**src/rtl/pong_pkg.sv**
```systemverilog
// rtl/pong_pkg.sv - shared Pong geometry, derived limits and game state encoding
//
// Purpose: the one source of screen and object geometry. The game engine and
// the renderer both import it, so the two always agree on sizes and positions.
// Ports: none (package).
package pong_pkg;

  // Screen and object geometry (pixels)
  localparam int SCREEN_W      = 640;
  localparam int SCREEN_H      = 480;
  localparam int BALL_SIZE     = 10;
  localparam int PADDLE_WIDTH  = 10;
  localparam int PADDLE_HEIGHT = 60;
  localparam int PADDLEL_X     = 3;
  localparam int PADDLER_X     = 630;

  // Derived limits
  localparam int PADDLE_Y_MAX   = SCREEN_H - PADDLE_HEIGHT;        // 420
  localparam int BALL_Y_MAX     = SCREEN_H - BALL_SIZE;            // 470
  localparam int BALL_X_CENTRE  = (SCREEN_W - BALL_SIZE) / 2;      // 315
  localparam int BALL_Y_CENTRE  = (SCREEN_H - BALL_SIZE) / 2;      // 235
  localparam int PADDLE_Y_RESET = (SCREEN_H - PADDLE_HEIGHT) / 2;  // 210

  // Ball x positions that sit flush against each paddle face
  localparam int PADDLEL_HIT_X  = PADDLEL_X + PADDLE_WIDTH;        // 13
  localparam int PADDLER_HIT_X  = PADDLER_X - BALL_SIZE;           // 620

  typedef enum logic [1:0] {
    IDLE  = 2'd0,
    SERVE = 2'd1,
    PLAY  = 2'd2,
    OVER  = 2'd3
  } pong_state_e;

endpackage

```
**src/rtl/pong_paddle.sv**
```systemverilog
// rtl/pong_paddle.sv - one paddle: saturating per-frame move clamped to 0..420
//
// Purpose: holds a paddle's top y and steps it by SPEED on each enabled tick.
// Ports:
//   clk, rst_n : clock, asynchronous active-low reset
//   tick_i     : advance enable (one cycle per accepted frame tick)
//   up_i, dn_i : move request; both or neither means hold
//   y_o        : registered top of the paddle
module pong_paddle
  import pong_pkg::*;
#(
  parameter int SPEED = 6
) (
  input  logic       clk,
  input  logic       rst_n,
  input  logic       tick_i,
  input  logic       up_i,
  input  logic       dn_i,
  output logic [9:0] y_o
);

  localparam logic [9:0] SPD   = 10'(SPEED);
  localparam logic [9:0] Y_MAX = 10'(PADDLE_Y_MAX);
  localparam logic [9:0] Y_RST = 10'(PADDLE_Y_RESET);

  logic [9:0] y_q, y_d;

  always_comb begin
    y_d = y_q;
    if (tick_i && up_i && !dn_i) begin
      y_d = (y_q < SPD) ? 10'd0 : y_q - SPD;
    end else if (tick_i && dn_i && !up_i) begin
      // Compare before adding so the sum can never pass the clamp.
      y_d = (y_q > Y_MAX - SPD) ? Y_MAX : y_q + SPD;
    end
  end

  always_ff @(posedge clk or negedge rst_n) begin
    if (!rst_n) y_q <= Y_RST;
    else        y_q <= y_d;
  end

  assign y_o = y_q;

endmodule

```
**src/rtl/pong_game_state.sv**
```systemverilog
// rtl/pong_game_state.sv - frame-rate Pong engine: ball, paddles, scores, win flags
//
// Purpose: advances the game once per frame_tick; every output is a register,
// so the renderer sees values that are stable for a whole frame.
// Optional feature: define PONG_RIGHT_AI_EN to drive the right paddle from the
// ball position instead of btnR_up/btnR_dn.
// Ports:
//   clk, rst_n              : clock, asynchronous active-low reset
//   frame_tick              : one pulse per frame (vblank start)
//   start                   : starts a game from IDLE or OVER
//   btnL_up/dn, btnR_up/dn  : player buttons, synchronised, level-sensitive
//   ball_x, ball_y          : top-left of the 10x10 ball
//   paddleL_y, paddleR_y    : top of each 60-pixel paddle
//   scoreL, scoreR          : points
//   game_over, left_win, right_win : end-of-game flags
module pong_game_state
  import pong_pkg::*;
#(
  parameter int BALL_SPEED   = 4,
  parameter int PADDLE_SPEED = 6,
  parameter int WIN_SCORE    = 5,
  parameter int SERVE_FRAMES = 60
) (
  input  logic       clk,
  input  logic       rst_n,
  input  logic       frame_tick,
  input  logic       start,
  input  logic       btnL_up,
  input  logic       btnL_dn,
  input  logic       btnR_up,
  input  logic       btnR_dn,
  output logic [9:0] ball_x,
  output logic [9:0] ball_y,
  output logic [9:0] paddleL_y,
  output logic [9:0] paddleR_y,
  output logic [2:0] scoreL,
  output logic [2:0] scoreR,
  output logic       game_over,
  output logic       left_win,
  output logic       right_win
);

  localparam int CNT_W = $clog2(SERVE_FRAMES + 1);

  // Every coordinate sum below stays under 1024, so 10 bits are enough.
  localparam logic [9:0] BS       = 10'(BALL_SPEED);
  localparam logic [9:0] BSIZE    = 10'(BALL_SIZE);
  localparam logic [9:0] PH       = 10'(PADDLE_HEIGHT);
  localparam logic [9:0] BY_MAX   = 10'(BALL_Y_MAX);
  localparam logic [9:0] X_CTR    = 10'(BALL_X_CENTRE);
  localparam logic [9:0] Y_CTR    = 10'(BALL_Y_CENTRE);
  localparam logic [9:0] L_HIT    = 10'(PADDLEL_HIT_X);
  localparam logic [9:0] R_HIT    = 10'(PADDLER_HIT_X);
  localparam logic [9:0] R_FACE   = 10'(PADDLER_X);
  localparam logic [2:0] WIN3     = 3'(WIN_SCORE);
  localparam logic [CNT_W-1:0] SERVE_LOAD = CNT_W'(SERVE_FRAMES);

  pong_state_e      state_q, state_d;
  logic [CNT_W-1:0] cnt_q, cnt_d;
  logic [9:0]       ball_x_q, ball_x_d, ball_y_q, ball_y_d;
  logic             dir_r_q, dir_r_d;   // 1: moving right
  logic             dir_d_q, dir_d_d;   // 1: moving down
  logic [2:0]       score_l_q, score_l_d, score_r_q, score_r_d;
  logic             over_q, over_d, lwin_q, lwin_d, rwin_q, rwin_d;

  logic       start_ok, tick_en;
  logic       r_up, r_dn;
  logic [9:0] pad_l, pad_r;

  // An accepted start swallows a coincident tick, paddles included.
  assign start_ok = start && (state_q == IDLE || state_q == OVER);
  assign tick_en  = frame_tick && !start_ok;

`ifdef PONG_RIGHT_AI_EN
  logic       unused_btn_r;
  logic [9:0] ball_ctr, pad_r_ctr;
  assign unused_btn_r = btnR_up ^ btnR_dn;
  assign ball_ctr     = ball_y_q + (BSIZE >> 1);
  assign pad_r_ctr    = pad_r + (PH >> 1);
  assign r_up         = ball_ctr < pad_r_ctr;
  assign r_dn         = ball_ctr > pad_r_ctr;
`else
  assign r_up = btnR_up;
  assign r_dn = btnR_dn;
`endif

  pong_paddle #(.SPEED(PADDLE_SPEED)) u_paddle_l (
    .clk    (clk),
    .rst_n  (rst_n),
    .tick_i (tick_en),
    .up_i   (btnL_up),
    .dn_i   (btnL_dn),
    .y_o    (pad_l)
  );

  pong_paddle #(.SPEED(PADDLE_SPEED)) u_paddle_r (
    .clk    (clk),
    .rst_n  (rst_n),
    .tick_i (tick_en),
    .up_i   (r_up),
    .dn_i   (r_dn),
    .y_o    (pad_r)
  );

  logic [9:0] nx, ny;
  logic       ndr, ndd, ovl_l, ovl_r, pt_l, pt_r;

  always_comb begin
    state_d   = state_q;
    cnt_d     = cnt_q;
    ball_x_d  = ball_x_q;
    ball_y_d  = ball_y_q;
    dir_r_d   = dir_r_q;
    dir_d_d   = dir_d_q;
    score_l_d = score_l_q;
    score_r_d = score_r_q;
    over_d    = over_q;
    lwin_d    = lwin_q;
    rwin_d    = rwin_q;

    // Candidate ball move, from this frame's registered ball and paddles.
    ny  = ball_y_q;
    ndd = dir_d_q;
    if (dir_d_q) begin
      if (ball_y_q + BS > BY_MAX) begin
        ny  = BY_MAX;
        ndd = 1'b0;
      end else begin
        ny = ball_y_q + BS;
      end
    end else begin
      if (ball_y_q < BS) begin
        ny  = 10'd0;
        ndd = 1'b1;
      end else begin
        ny = ball_y_q - BS;
      end
    end

    ovl_l = (ball_y_q + BSIZE > pad_l) && (ball_y_q < pad_l + PH);
    ovl_r = (ball_y_q + BSIZE > pad_r) && (ball_y_q < pad_r + PH);

    nx   = ball_x_q;
    ndr  = dir_r_q;
    pt_l = 1'b0;
    pt_r = 1'b0;
    // Hit test comes first so a ball the paddle can reach never scores.
    if (!dir_r_q) begin
      if (ball_x_q < L_HIT + BS && ovl_l) begin
        nx  = L_HIT;
        ndr = 1'b1;
      end else if (ball_x_q < BS) begin
        pt_r = 1'b1;
      end else begin
        nx = ball_x_q - BS;
      end
    end else begin
      if (ball_x_q + BSIZE + BS > R_FACE && ovl_r) begin
        nx  = R_HIT;
        ndr = 1'b0;
      end else if (ball_x_q + BS > R_FACE) begin
        pt_l = 1'b1;
      end else begin
        nx = ball_x_q + BS;
      end
    end

    if (start_ok) begin
      state_d   = SERVE;
      cnt_d     = SERVE_LOAD;
      ball_x_d  = X_CTR;
      ball_y_d  = Y_CTR;
      dir_r_d   = 1'b1;
      dir_d_d   = 1'b1;
      score_l_d = 3'd0;
      score_r_d = 3'd0;
      over_d    = 1'b0;
      lwin_d    = 1'b0;
      rwin_d    = 1'b0;
    end else if (frame_tick) begin
      unique case (state_q)
        SERVE: begin
          cnt_d = cnt_q - 1'b1;
          if (cnt_q == CNT_W'(1)) state_d = PLAY;
        end
        PLAY: begin
          if (pt_l || pt_r) begin
            if (pt_l) score_l_d = score_l_q + 3'd1;
            else      score_r_d = score_r_q + 3'd1;
            if ((pt_l && score_l_q + 3'd1 == WIN3) ||
                (pt_r && score_r_q + 3'd1 == WIN3)) begin
              // Ball stays where it was when the deciding point was lost.
              state_d = OVER;
              over_d  = 1'b1;
              lwin_d  = pt_l;
              rwin_d  = pt_r;
            end else begin
              // Serve toward whoever conceded.
              state_d  = SERVE;
              cnt_d    = SERVE_LOAD;
              ball_x_d = X_CTR;
              ball_y_d = Y_CTR;
              dir_r_d  = pt_l;
              dir_d_d  = 1'b1;
            end
          end else begin
            ball_x_d = nx;
            ball_y_d = ny;
            dir_r_d  = ndr;
            dir_d_d  = ndd;
          end
        end
        default: ;
      endcase
    end
  end

  always_ff @(posedge clk or negedge rst_n) begin
    if (!rst_n) begin
      state_q   <= IDLE;
      cnt_q     <= '0;
      ball_x_q  <= X_CTR;
      ball_y_q  <= Y_CTR;
      dir_r_q   <= 1'b1;
      dir_d_q   <= 1'b1;
      score_l_q <= 3'd0;
      score_r_q <= 3'd0;
      over_q    <= 1'b0;
      lwin_q    <= 1'b0;
      rwin_q    <= 1'b0;
    end else begin
      state_q   <= state_d;
      cnt_q     <= cnt_d;
      ball_x_q  <= ball_x_d;
      ball_y_q  <= ball_y_d;
      dir_r_q   <= dir_r_d;
      dir_d_q   <= dir_d_d;
      score_l_q <= score_l_d;
      score_r_q <= score_r_d;
      over_q    <= over_d;
      lwin_q    <= lwin_d;
      rwin_q    <= rwin_d;
    end
  end

  assign ball_x    = ball_x_q;
  assign ball_y    = ball_y_q;
  assign paddleL_y = pad_l;
  assign paddleR_y = pad_r;
  assign scoreL    = score_l_q;
  assign scoreR    = score_r_q;
  assign game_over = over_q;
  assign left_win  = lwin_q;
  assign right_win = rwin_q;

endmodule

```
**config.mk**
```make
export PLATFORM = sky130hd
export DESIGN_NAME = pong_game_state
export DESIGN_NICKNAME = d
export VERILOG_FILES = /design/src/rtl/pong_pkg.sv /design/src/rtl/pong_paddle.sv /design/src/rtl/pong_game_state.sv
export SDC_FILE = /design/constraint.sdc
export NUM_CORES = 1
export LEC_CHECK = 0
export BUFFER_PORTS_ARGS = -buffer_cell sky130_fd_sc_hd__buf_2
export CORE_ASPECT_RATIO = 0.9
export CORE_MARGIN = 4
export CORE_UTILIZATION = 38
export CTS_CLUSTER_SIZE = 40
export DETAILED_ROUTE_END_ITERATION = 8
export MAX_ROUTING_LAYER = met4
export RECOVER_POWER = 100
export SLEW_MARGIN = 20
export SYNTH_ARGS = -nofsm -noshare
export SYNTH_HDL_FRONTEND = slang
export SYNTH_HIERARCHICAL = 1
export SYNTH_SLANG_ARGS = --single-unit
```
**constraint.sdc**
```tcl
create_clock -name clk -period 9.7 [get_ports clk]
set_input_delay 1.455 -clock clk [delete_from_list [all_inputs] [get_ports clk]]
set_output_delay 1.455 -clock clk [all_outputs]
set_load 0.005 [all_outputs]
```
## Word level (Yosys, flattened, before mapping)

Cells that the tools add are included.

- Add/subtract/negate cells: 16
- Multiply operators: 0
- Divide/modulo/power cells: 0
- Order comparisons: 14
- Equality and inequality tests: 13
- Shift-type cells: 0
- Multiplexer cells: 84
- Bitwise operators: 0
- Reduce and logical (&&, ||, !) cells: 40

Operators with widths:

| kind | count |
|---|---|
| 2-to-1 mux 10 bit | 26 |
| adder 10 x 3 -> 10 bit (second input constant) | 5 |
| < comparator 10 x 3 -> 1 bit (second input constant) | 4 |
| subtractor 10 x 3 -> 10 bit (second input constant) | 4 |
| 2-to-1 mux 1 bit | 37 |
| greater-than comparator 10 x 9 -> 1 bit (second input constant) | 3 |
| 2-to-1 mux 3 bit | 10 |
| 2-to-1 mux 6 bit | 4 |
| adder 10 x 4 -> 10 bit (second input constant) | 2 |
| adder 10 x 6 -> 10 bit (second input constant) | 2 |
| greater-than comparator 10 bit | 2 |
| greater-than comparator 10 bit (second input constant) | 2 |
| < comparator 10 bit | 2 |
| AND reduction 4 bit | 5 |
| logical AND 1 bit | 16 |
| nonzero test 2 bit | 7 |
| != test 3 bit (second input constant) | 4 |
| one-hot mux 6 bit (2 select lines) | 1 |
| < comparator 10 x 5 -> 1 bit (second input constant) | 1 |
| 2-to-1 mux 2 bit | 5 |
| != test 5 x 4 -> 1 bit (second input constant) | 2 |
| adder 3 x 1 -> 3 bit (second input constant) | 2 |
| equality test 3 bit (second input constant) | 2 |
| equality test 6 x 1 -> 1 bit (second input constant) | 1 |
| 11 further kinds | 18 |

- Register bits after elaboration: 59
- Latch bits: 0
- Bits in writable memories: 0
- Bits in read-only memories: 0
- Output and inout port bits: 49
- Word-level logic and storage cells: 180
- Memories kept: 0

## Longest topological paths before layout

- Depth after elaboration: 13
- Depth in mapped cells: 17
- Depth with buffers taken out: 14

## By module

Netlist, hierarchy kept.

By module, submodules not included:

| module | times used | cells an instance | area an instance (um2) | seq. area each (um2) |
|---|---|---|---|---|
| pong_game_state | 1 | 539 | 4307.9 | 993.5 |
| pong_paddle at u_paddle_r | 1 | 85 | 757.0 | 230.2 |
| pong_paddle at u_paddle_l | 1 | 82 | 742.0 | 230.2 |

## Worst setup path after synthesis

No wires, ideal clock.

- Kind: register to register
- Start: register ball_y_q[3] (netlist: ball_y[3])
- End: register ball_x_q[9] (netlist: ball_x[9])
- Data arrival time: 3.655 ns
- Required time: 9.573 ns
- Slack: 5.918 ns
- Stages on the path, launching flop included: 17
- Cell sequence: dfstp_2 -> clkbuf_1 -> inv_1 -> ha_1 -> a21oi_1 -> nand3b_1 -> xnor2_1 -> ha_1 -> o21ai_0 -> nor2_1 -> a2111oi_1 -> a311oi_2 -> nor3_2 -> o31a_1 -> buf_4 -> a21oi_1 -> o2bb2a_1

- Word-level cells in the longest chain between the ends: 11

Ends and longest elaborated chain:

| item | RTL line | text |
|---|---|---|
| from (decl) | pong_game_state.sv:60 | `logic [9:0] ball_x_q, ball_x_d, ball_y_q, ball_y_d;` |
| from (signal assigned) | pong_game_state.sv:235 | `ball_y_q <= ball_y_d;` |
| adder 10 x 4 -> 10 bit | pong_game_state.sv:140, pong_game_state.sv:141 |  |
| greater-than comparator 10 bit, on equally long branches | pong_game_state.sv:141, pong_game_state.sv:140 |  |
| logical AND 1 bit, on equally long branches | pong_game_state.sv:141, pong_game_state.sv:140 |  |
| logical AND 1 bit, on equally long branches | pong_game_state.sv:158, pong_game_state.sv:149 |  |
| 2-to-1 mux 1 bit, on equally long branches | pong_game_state.sv:158, pong_game_state.sv:149 |  |
| 2-to-1 mux 1 bit | pong_game_state.sv:148 | `if (!dir_r_q) begin` |
| logical OR 1 bit | pong_game_state.sv:187 | `if (pt_l \|\| pt_r) begin` |
| 2-to-1 mux 10 bit | pong_game_state.sv:187 |  |
| 2-to-1 mux 10 bit | pong_game_state.sv:181 | `unique case (state_q)` |
| 2-to-1 mux 10 bit | pong_game_state.sv:180 | `end else if (frame_tick) begin` |
| 2-to-1 mux 10 bit | pong_game_state.sv:168 | `if (start_ok) begin` |
| to (signal assigned) | pong_game_state.sv:234 | `ball_x_q <= ball_x_d;` |
| to (decl) | pong_game_state.sv:60 |  |

Several ways; a longest one is shown, not always the timed one. The select of a mux whose other input is x is not followed.
A chain may end at the register's enable or synchronous reset.

## Worst setup path in the final report

- Start: register ball_y_q[3] (netlist: ball_y[3])
- End: register ball_x_q[0] (netlist: ball_x[0])

Same word-level chain as after synthesis.

==> report_table.html <==
<table>
<tr><th>Metric</th><th>Value</th></tr>
<tr><th colspan="2">Logic synthesis</th></tr>
<tr><td>Seq cells post-synth</td><td>57</td></tr>
<tr><td>Net Count, Synth</td><td>775</td></tr>
<tr><td>Synth Area per Inst</td><td>8.22 sq um</td></tr>
<tr><td>Post-synth ARST share</td><td>100%</td></tr>
<tr><td>Count of mapped cells out of synthesis</td><td>706</td></tr>
<tr><td>Number of unique standard cell types used by synthesis</td><td>89</td></tr>
<tr><td>Share of synthesized area occupied by flip-flops and latches</td><td>25.0%</td></tr>
<tr><td>Mapped cell area</td><td>5810 sq um</td></tr>
<tr><td>Number of synthesized flops with an enable pin</td><td>0</td></tr>
<tr><td>Syn. warnings</td><td>6</td></tr>
<tr><td>Primary FF master, synth</td><td>dfrtp_1</td></tr>
<tr><th colspan="2">Floorplanning</th></tr>
<tr><td>Placement row count</td><td>42</td></tr>
<tr><td>Die area</td><td>17300 sq um</td></tr>
<tr><td>X dimension of the die</td><td>138 microns</td></tr>
<tr><td>Core Area</td><td>14800 sq um</td></tr>
<tr><td>Die Y-Extent</td><td>125 microns</td></tr>
<tr><td>Starting utilization of the core area</td><td>39.2%</td></tr>
<tr><td>Ports</td><td>57</td></tr>
<tr><th colspan="2">STA</th></tr>
<tr><td>Final Cycle Share</td><td>54.3%</td></tr>
<tr><td>RSZ-0062 raised after global routing</td><td>no</td></tr>
<tr><td>Minimum period implied by the final worst setup slack</td><td>5.27 ns</td></tr>
<tr><td>Slew at the pin with the worst max-slew slack</td><td>3.19 ns</td></tr>
<tr><td>Aggregate negative setup slack</td><td>0 ns</td></tr>
<tr><td>Headroom to the max-slew limit</td><td>-113%</td></tr>
<tr><td>Hold Violations, Final</td><td>0</td></tr>
<tr><td>Final setup vio count</td><td>0</td></tr>
<tr><td>Fin Clk Skew</td><td>0.0109 ns</td></tr>
<tr><td>Highest clock rate</td><td>0.190 GHz</td></tr>
<tr><td>Final max-slew violation count</td><td>75</td></tr>
<tr><th colspan="2">Routing</th></tr>
<tr><td>Remaining antenna violation count after routing</td><td>0</td></tr>
<tr><td>Wire length after detailed routing</td><td>16500 microns</td></tr>
<tr><td>Avg WL per Cell</td><td>17.6 microns</td></tr>
<tr><td>Iteration count of the initial detailed-routing pass</td><td>5</td></tr>
<tr><td>Vias per inst</td><td>5.94</td></tr>
<tr><td>Initial drt markers</td><td>546</td></tr>
<tr><td>Remaining DRCs</td><td>0</td></tr>
<tr><td>Total vias in the final route</td><td>5574</td></tr>
<tr><th colspan="2">Power</th></tr>
<tr><td>Proportion of power drawn by the clock network</td><td>16.0%</td></tr>
<tr><td>Share of total power consumed by net switching</td><td>50.1%</td></tr>
<tr><td>Peak supply drop</td><td>0.000110 V</td></tr>
<tr><td>Fraction of power consumed by sequential logic</td><td>27.4%</td></tr>
<tr><td>Combinational fraction of design power</td><td>56.5%</td></tr>
<tr><td>Leakage component of the power</td><td>0.00270 uW</td></tr>
<tr><td>P_sw</td><td>1030 uW</td></tr>
<tr><td>PwrDens</td><td>324 nW/um^2</td></tr>
<tr><td>Internal power contribution</td><td>1030 uW</td></tr>
<tr><th colspan="2">Global route</th></tr>
<tr><td>Total global routing track utilization</td><td>18.9%</td></tr>
<tr><td>Largest net degree at the start of global routing</td><td>58</td></tr>
<tr><td>Total grt overflow</td><td>0</td></tr>
<tr><td>Vias in the first global route</td><td>5225</td></tr>
<tr><td>Wire length of the first global-routing pass</td><td>26700 microns</td></tr>
<tr><td>Antenna violations before repair</td><td>0</td></tr>
<tr><th colspan="2">CTS</th></tr>
<tr><td>Clock transition at the register clock pins on the worst setup and hold paths after CTS</td><td>0.06 ns</td></tr>
<tr><td>Clock tree from TritonCTS</td><td>done</td></tr>
<tr><td>Cells resized by post-CTS repair</td><td>0</td></tr>
<tr><td>Setup bufs post-CTS</td><td>0</td></tr>
<tr><td>CTS buffer count</td><td>9</td></tr>
<tr><td>Clk root buf</td><td>clkbuf_16</td></tr>
<tr><td>Maximum buffer depth of the clock tree</td><td>2</td></tr>
<tr><td># hold bufs at CTS</td><td>0</td></tr>
<tr><td>Number of clock sinks</td><td>57</td></tr>
<tr><td>Clock latency on the worst-skew pair</td><td>0.34 ns</td></tr>
<tr><td>H-Tree Depth</td><td>3</td></tr>
<tr><th colspan="2">Setup path</th></tr>
<tr><td>Critical path launch point type</td><td>flop</td></tr>
<tr><td>Critical path capture point type</td><td>flop</td></tr>
<tr><td>Critical path, cell by cell</td><td>inv_1 -&gt; ha_1 -&gt; a21oi_1 -&gt; nand3b_1 -&gt; xnor2_1 -&gt; ha_1 -&gt; nand4_1 -&gt; o31ai_1 -&gt; a221oi_1 -&gt; o211ai_1 -&gt; o211a_1 -&gt; o31ai_1 -&gt; o21ai_0 -&gt; a32oi_1</td></tr>
<tr><td>Req. time, crit path</td><td>9.95 ns</td></tr>
<tr><td>Reg-to-reg setup timing slack</td><td>4.43 ns</td></tr>
<tr><td>Data arrival time of the critical path</td><td>5.52 ns</td></tr>
<tr><td>Type of the setup path with the least slack</td><td>reg -&gt; reg</td></tr>
<tr><td>Worst Path Max Fanout</td><td>16</td></tr>
<tr><td>Slowest cell on the critical path</td><td>o31ai_1</td></tr>
<tr><td>Crit-path max cell delay</td><td>1.44 ns</td></tr>
<tr><th colspan="2">Flow run</th></tr>
<tr><td>Max cap viols</td><td>2</td></tr>
<tr><th colspan="2">Final layout</th></tr>
<tr><td>Antenna diode count</td><td>0</td></tr>
<tr><td>FF+latch area</td><td>1450 sq um</td></tr>
<tr><td>Final net count</td><td>804</td></tr>
<tr><td>Final Non-Filler Cells</td><td>938</td></tr>
<tr><td>Most common cell after layout, fill and taps aside</td><td>ha_1</td></tr>
<tr><td>Total area of multi-input combinational cells</td><td>3900 sq um</td></tr>
<tr><td>Synthesis-to-layout area growth</td><td>9.37%</td></tr>
<tr><td>Fill cell count</td><td>1479</td></tr>
<tr><td>Commonest cells after routing, fill and taps aside</td><td>ha_1, nand2_1, inv_1, nor2_1, o21ai_0</td></tr>
<tr><td>Proportion of layout cells with a drive suffix above 1</td><td>9.46%</td></tr>
<tr><th colspan="2">Place</th></tr>
<tr><td>Placed insts</td><td>922</td></tr>
<tr><td>Routability congestion estimate from global placement</td><td>0.896</td></tr>
<tr><td>DP Wirelength</td><td>12000 microns</td></tr>
<tr><td>PortBufs</td><td>54</td></tr>
<tr><th colspan="2">Hold path</th></tr>
<tr><td>Worst min-delay path class</td><td>reg -&gt; reg</td></tr>
<tr><th colspan="2">Outcome</th></tr>
<tr><td>Violations in the final reports</td><td>max-capacitance violations, max-slew violations</td></tr>
<tr><td>Run status</td><td>complete, but fails checks</td></tr>
</table>
-- flip-flops by register name (all words and copies together) (netlist names) --
name            count
ball_x             10
ball_y             10
u_paddle_l/y_o      9
u_paddle_r/y_o      9
cnt_q               6
scoreL              3
scoreR              3
state_q             2
dir_d_q             1
dir_r_q             1
game_over           1
left_win            1
right_win           1
-- final timing paths --
| kind | from | cells after the start | endpoint |
|---|---|---|---|
| min in group asynchronous | rst_n | 2 | u_paddle_r/y_o[3] |
| min | game_over | 2 | game_over |
| min reg2reg | game_over | 2 | game_over |
| max | ball_y[3] | 14 | ball_x[0] |
| max reg2reg | ball_y[3] | 14 | ball_x[0] |
| max in group asynchronous | rst_n | 2 | cnt_q[1] |
-- power groups by stage --
stage               clock (uW)  combinational (uW)  sequential, uW
floorplan                    0                 967             450
global placement             0                1120             573
detailed placement           0                1150             577
CTS                        335                1160             573
global route               346                1300             586
finish                     330                1160             564
-- synth_stat cells, types with 10 or more instances --
library cell / n / area share [%]
xnor2_1: 28 / 4.2
nor3_1: 31 / 2.7
xor2_1: 13 / 2.0
nand3b_1: 11 / 1.4
and3_1: 11 / 1.2
dfstp_2: 22 / 10
nand3_1: 25 / 2.2
dfrtp_1: 35 / 15
nand4_1: 13 / 1.4
nand2_1: 56 / 3.6
a21oi_1: 34 / 2.9
nand2b_1: 11 / 1.2
clkbuf_1: 15 / 0.97
nor2_1: 49 / 3.2
o21ai_0: 38 / 3.3
and2_1: 11 / 1.2
ha_1: 61 / 13
o211ai_1: 10 / 1.3
a31oi_1: 13 / 1.4
inv_1: 52 / 3.4
-- worst max-delay path, delay by kind of cell (launching register included) --
kind / cells / cell delay [ns]
compound gates: 8 / 3.24
xor+xnor: 1 / 0.17
fa+ha+maj: 2 / 0.51
buf+inv: 1 / 0.22
flops: 1 / 0.75
simple gates: 2 / 0.29
-- per-layer routing --
metal / track usage [%] / routed length [microns]
met5: - / 0
met4: 6.04 / 282
met3: 2.25 / 876
met2: 28.9 / 7500
met1: 26.1 / 7860
-- layout make-up --
| cell class | count | area share (%) |
|---|---|---|
| Tap cell | 198 | 3.90 |
| Multi-Input combinational cell | 560 | 61.4 |
| Inverter | 52 | 3.07 |
| Sequential cell | 57 | 22.9 |
| Clock buffer | 9 | 3.55 |
| Clock inverter | 7 | 1.22 |
| Timing Repair Buffer | 55 | 4.00 |
-- metrics by stage --
stage / utilization [%] / hold WS, ns / cell area [sq um] / worst slack, ns / power, uW
global placement: 41.3 / 0.482 / 6120 / 5.40 / 1690
floorplan: - / 0.483 / 5810 / 5.92 / 1420
global route: 42.9 / 0.572 / 6350 / 4.11 / 2230
CTS: 43.3 / 0.521 / 6420 / 5.27 / 2070
finish: 42.9 / 0.515 / 6350 / 4.43 / 2060
detailed placement: 41.3 / 0.505 / 6120 / 5.28 / 1730
-- kinds of logic (layout without fill, tap and decap cells) --
family | count (synthesis) | after routing | share of synthesized area, %
flops | 57 | 57 | 25.0
xor+xnor | 41 | 41 | 6.18
other cells | 2 | 2 | 0.129
fa+ha+maj | 61 | 61 | 13.1
compound gates | 203 | 203 | 25.5
simple gates | 249 | 249 | 22.3
mux | 4 | 4 | 0.690
buf+inv | 89 | 123 | 7.05
No activity file was read; power rests on OpenSTA's default activity.
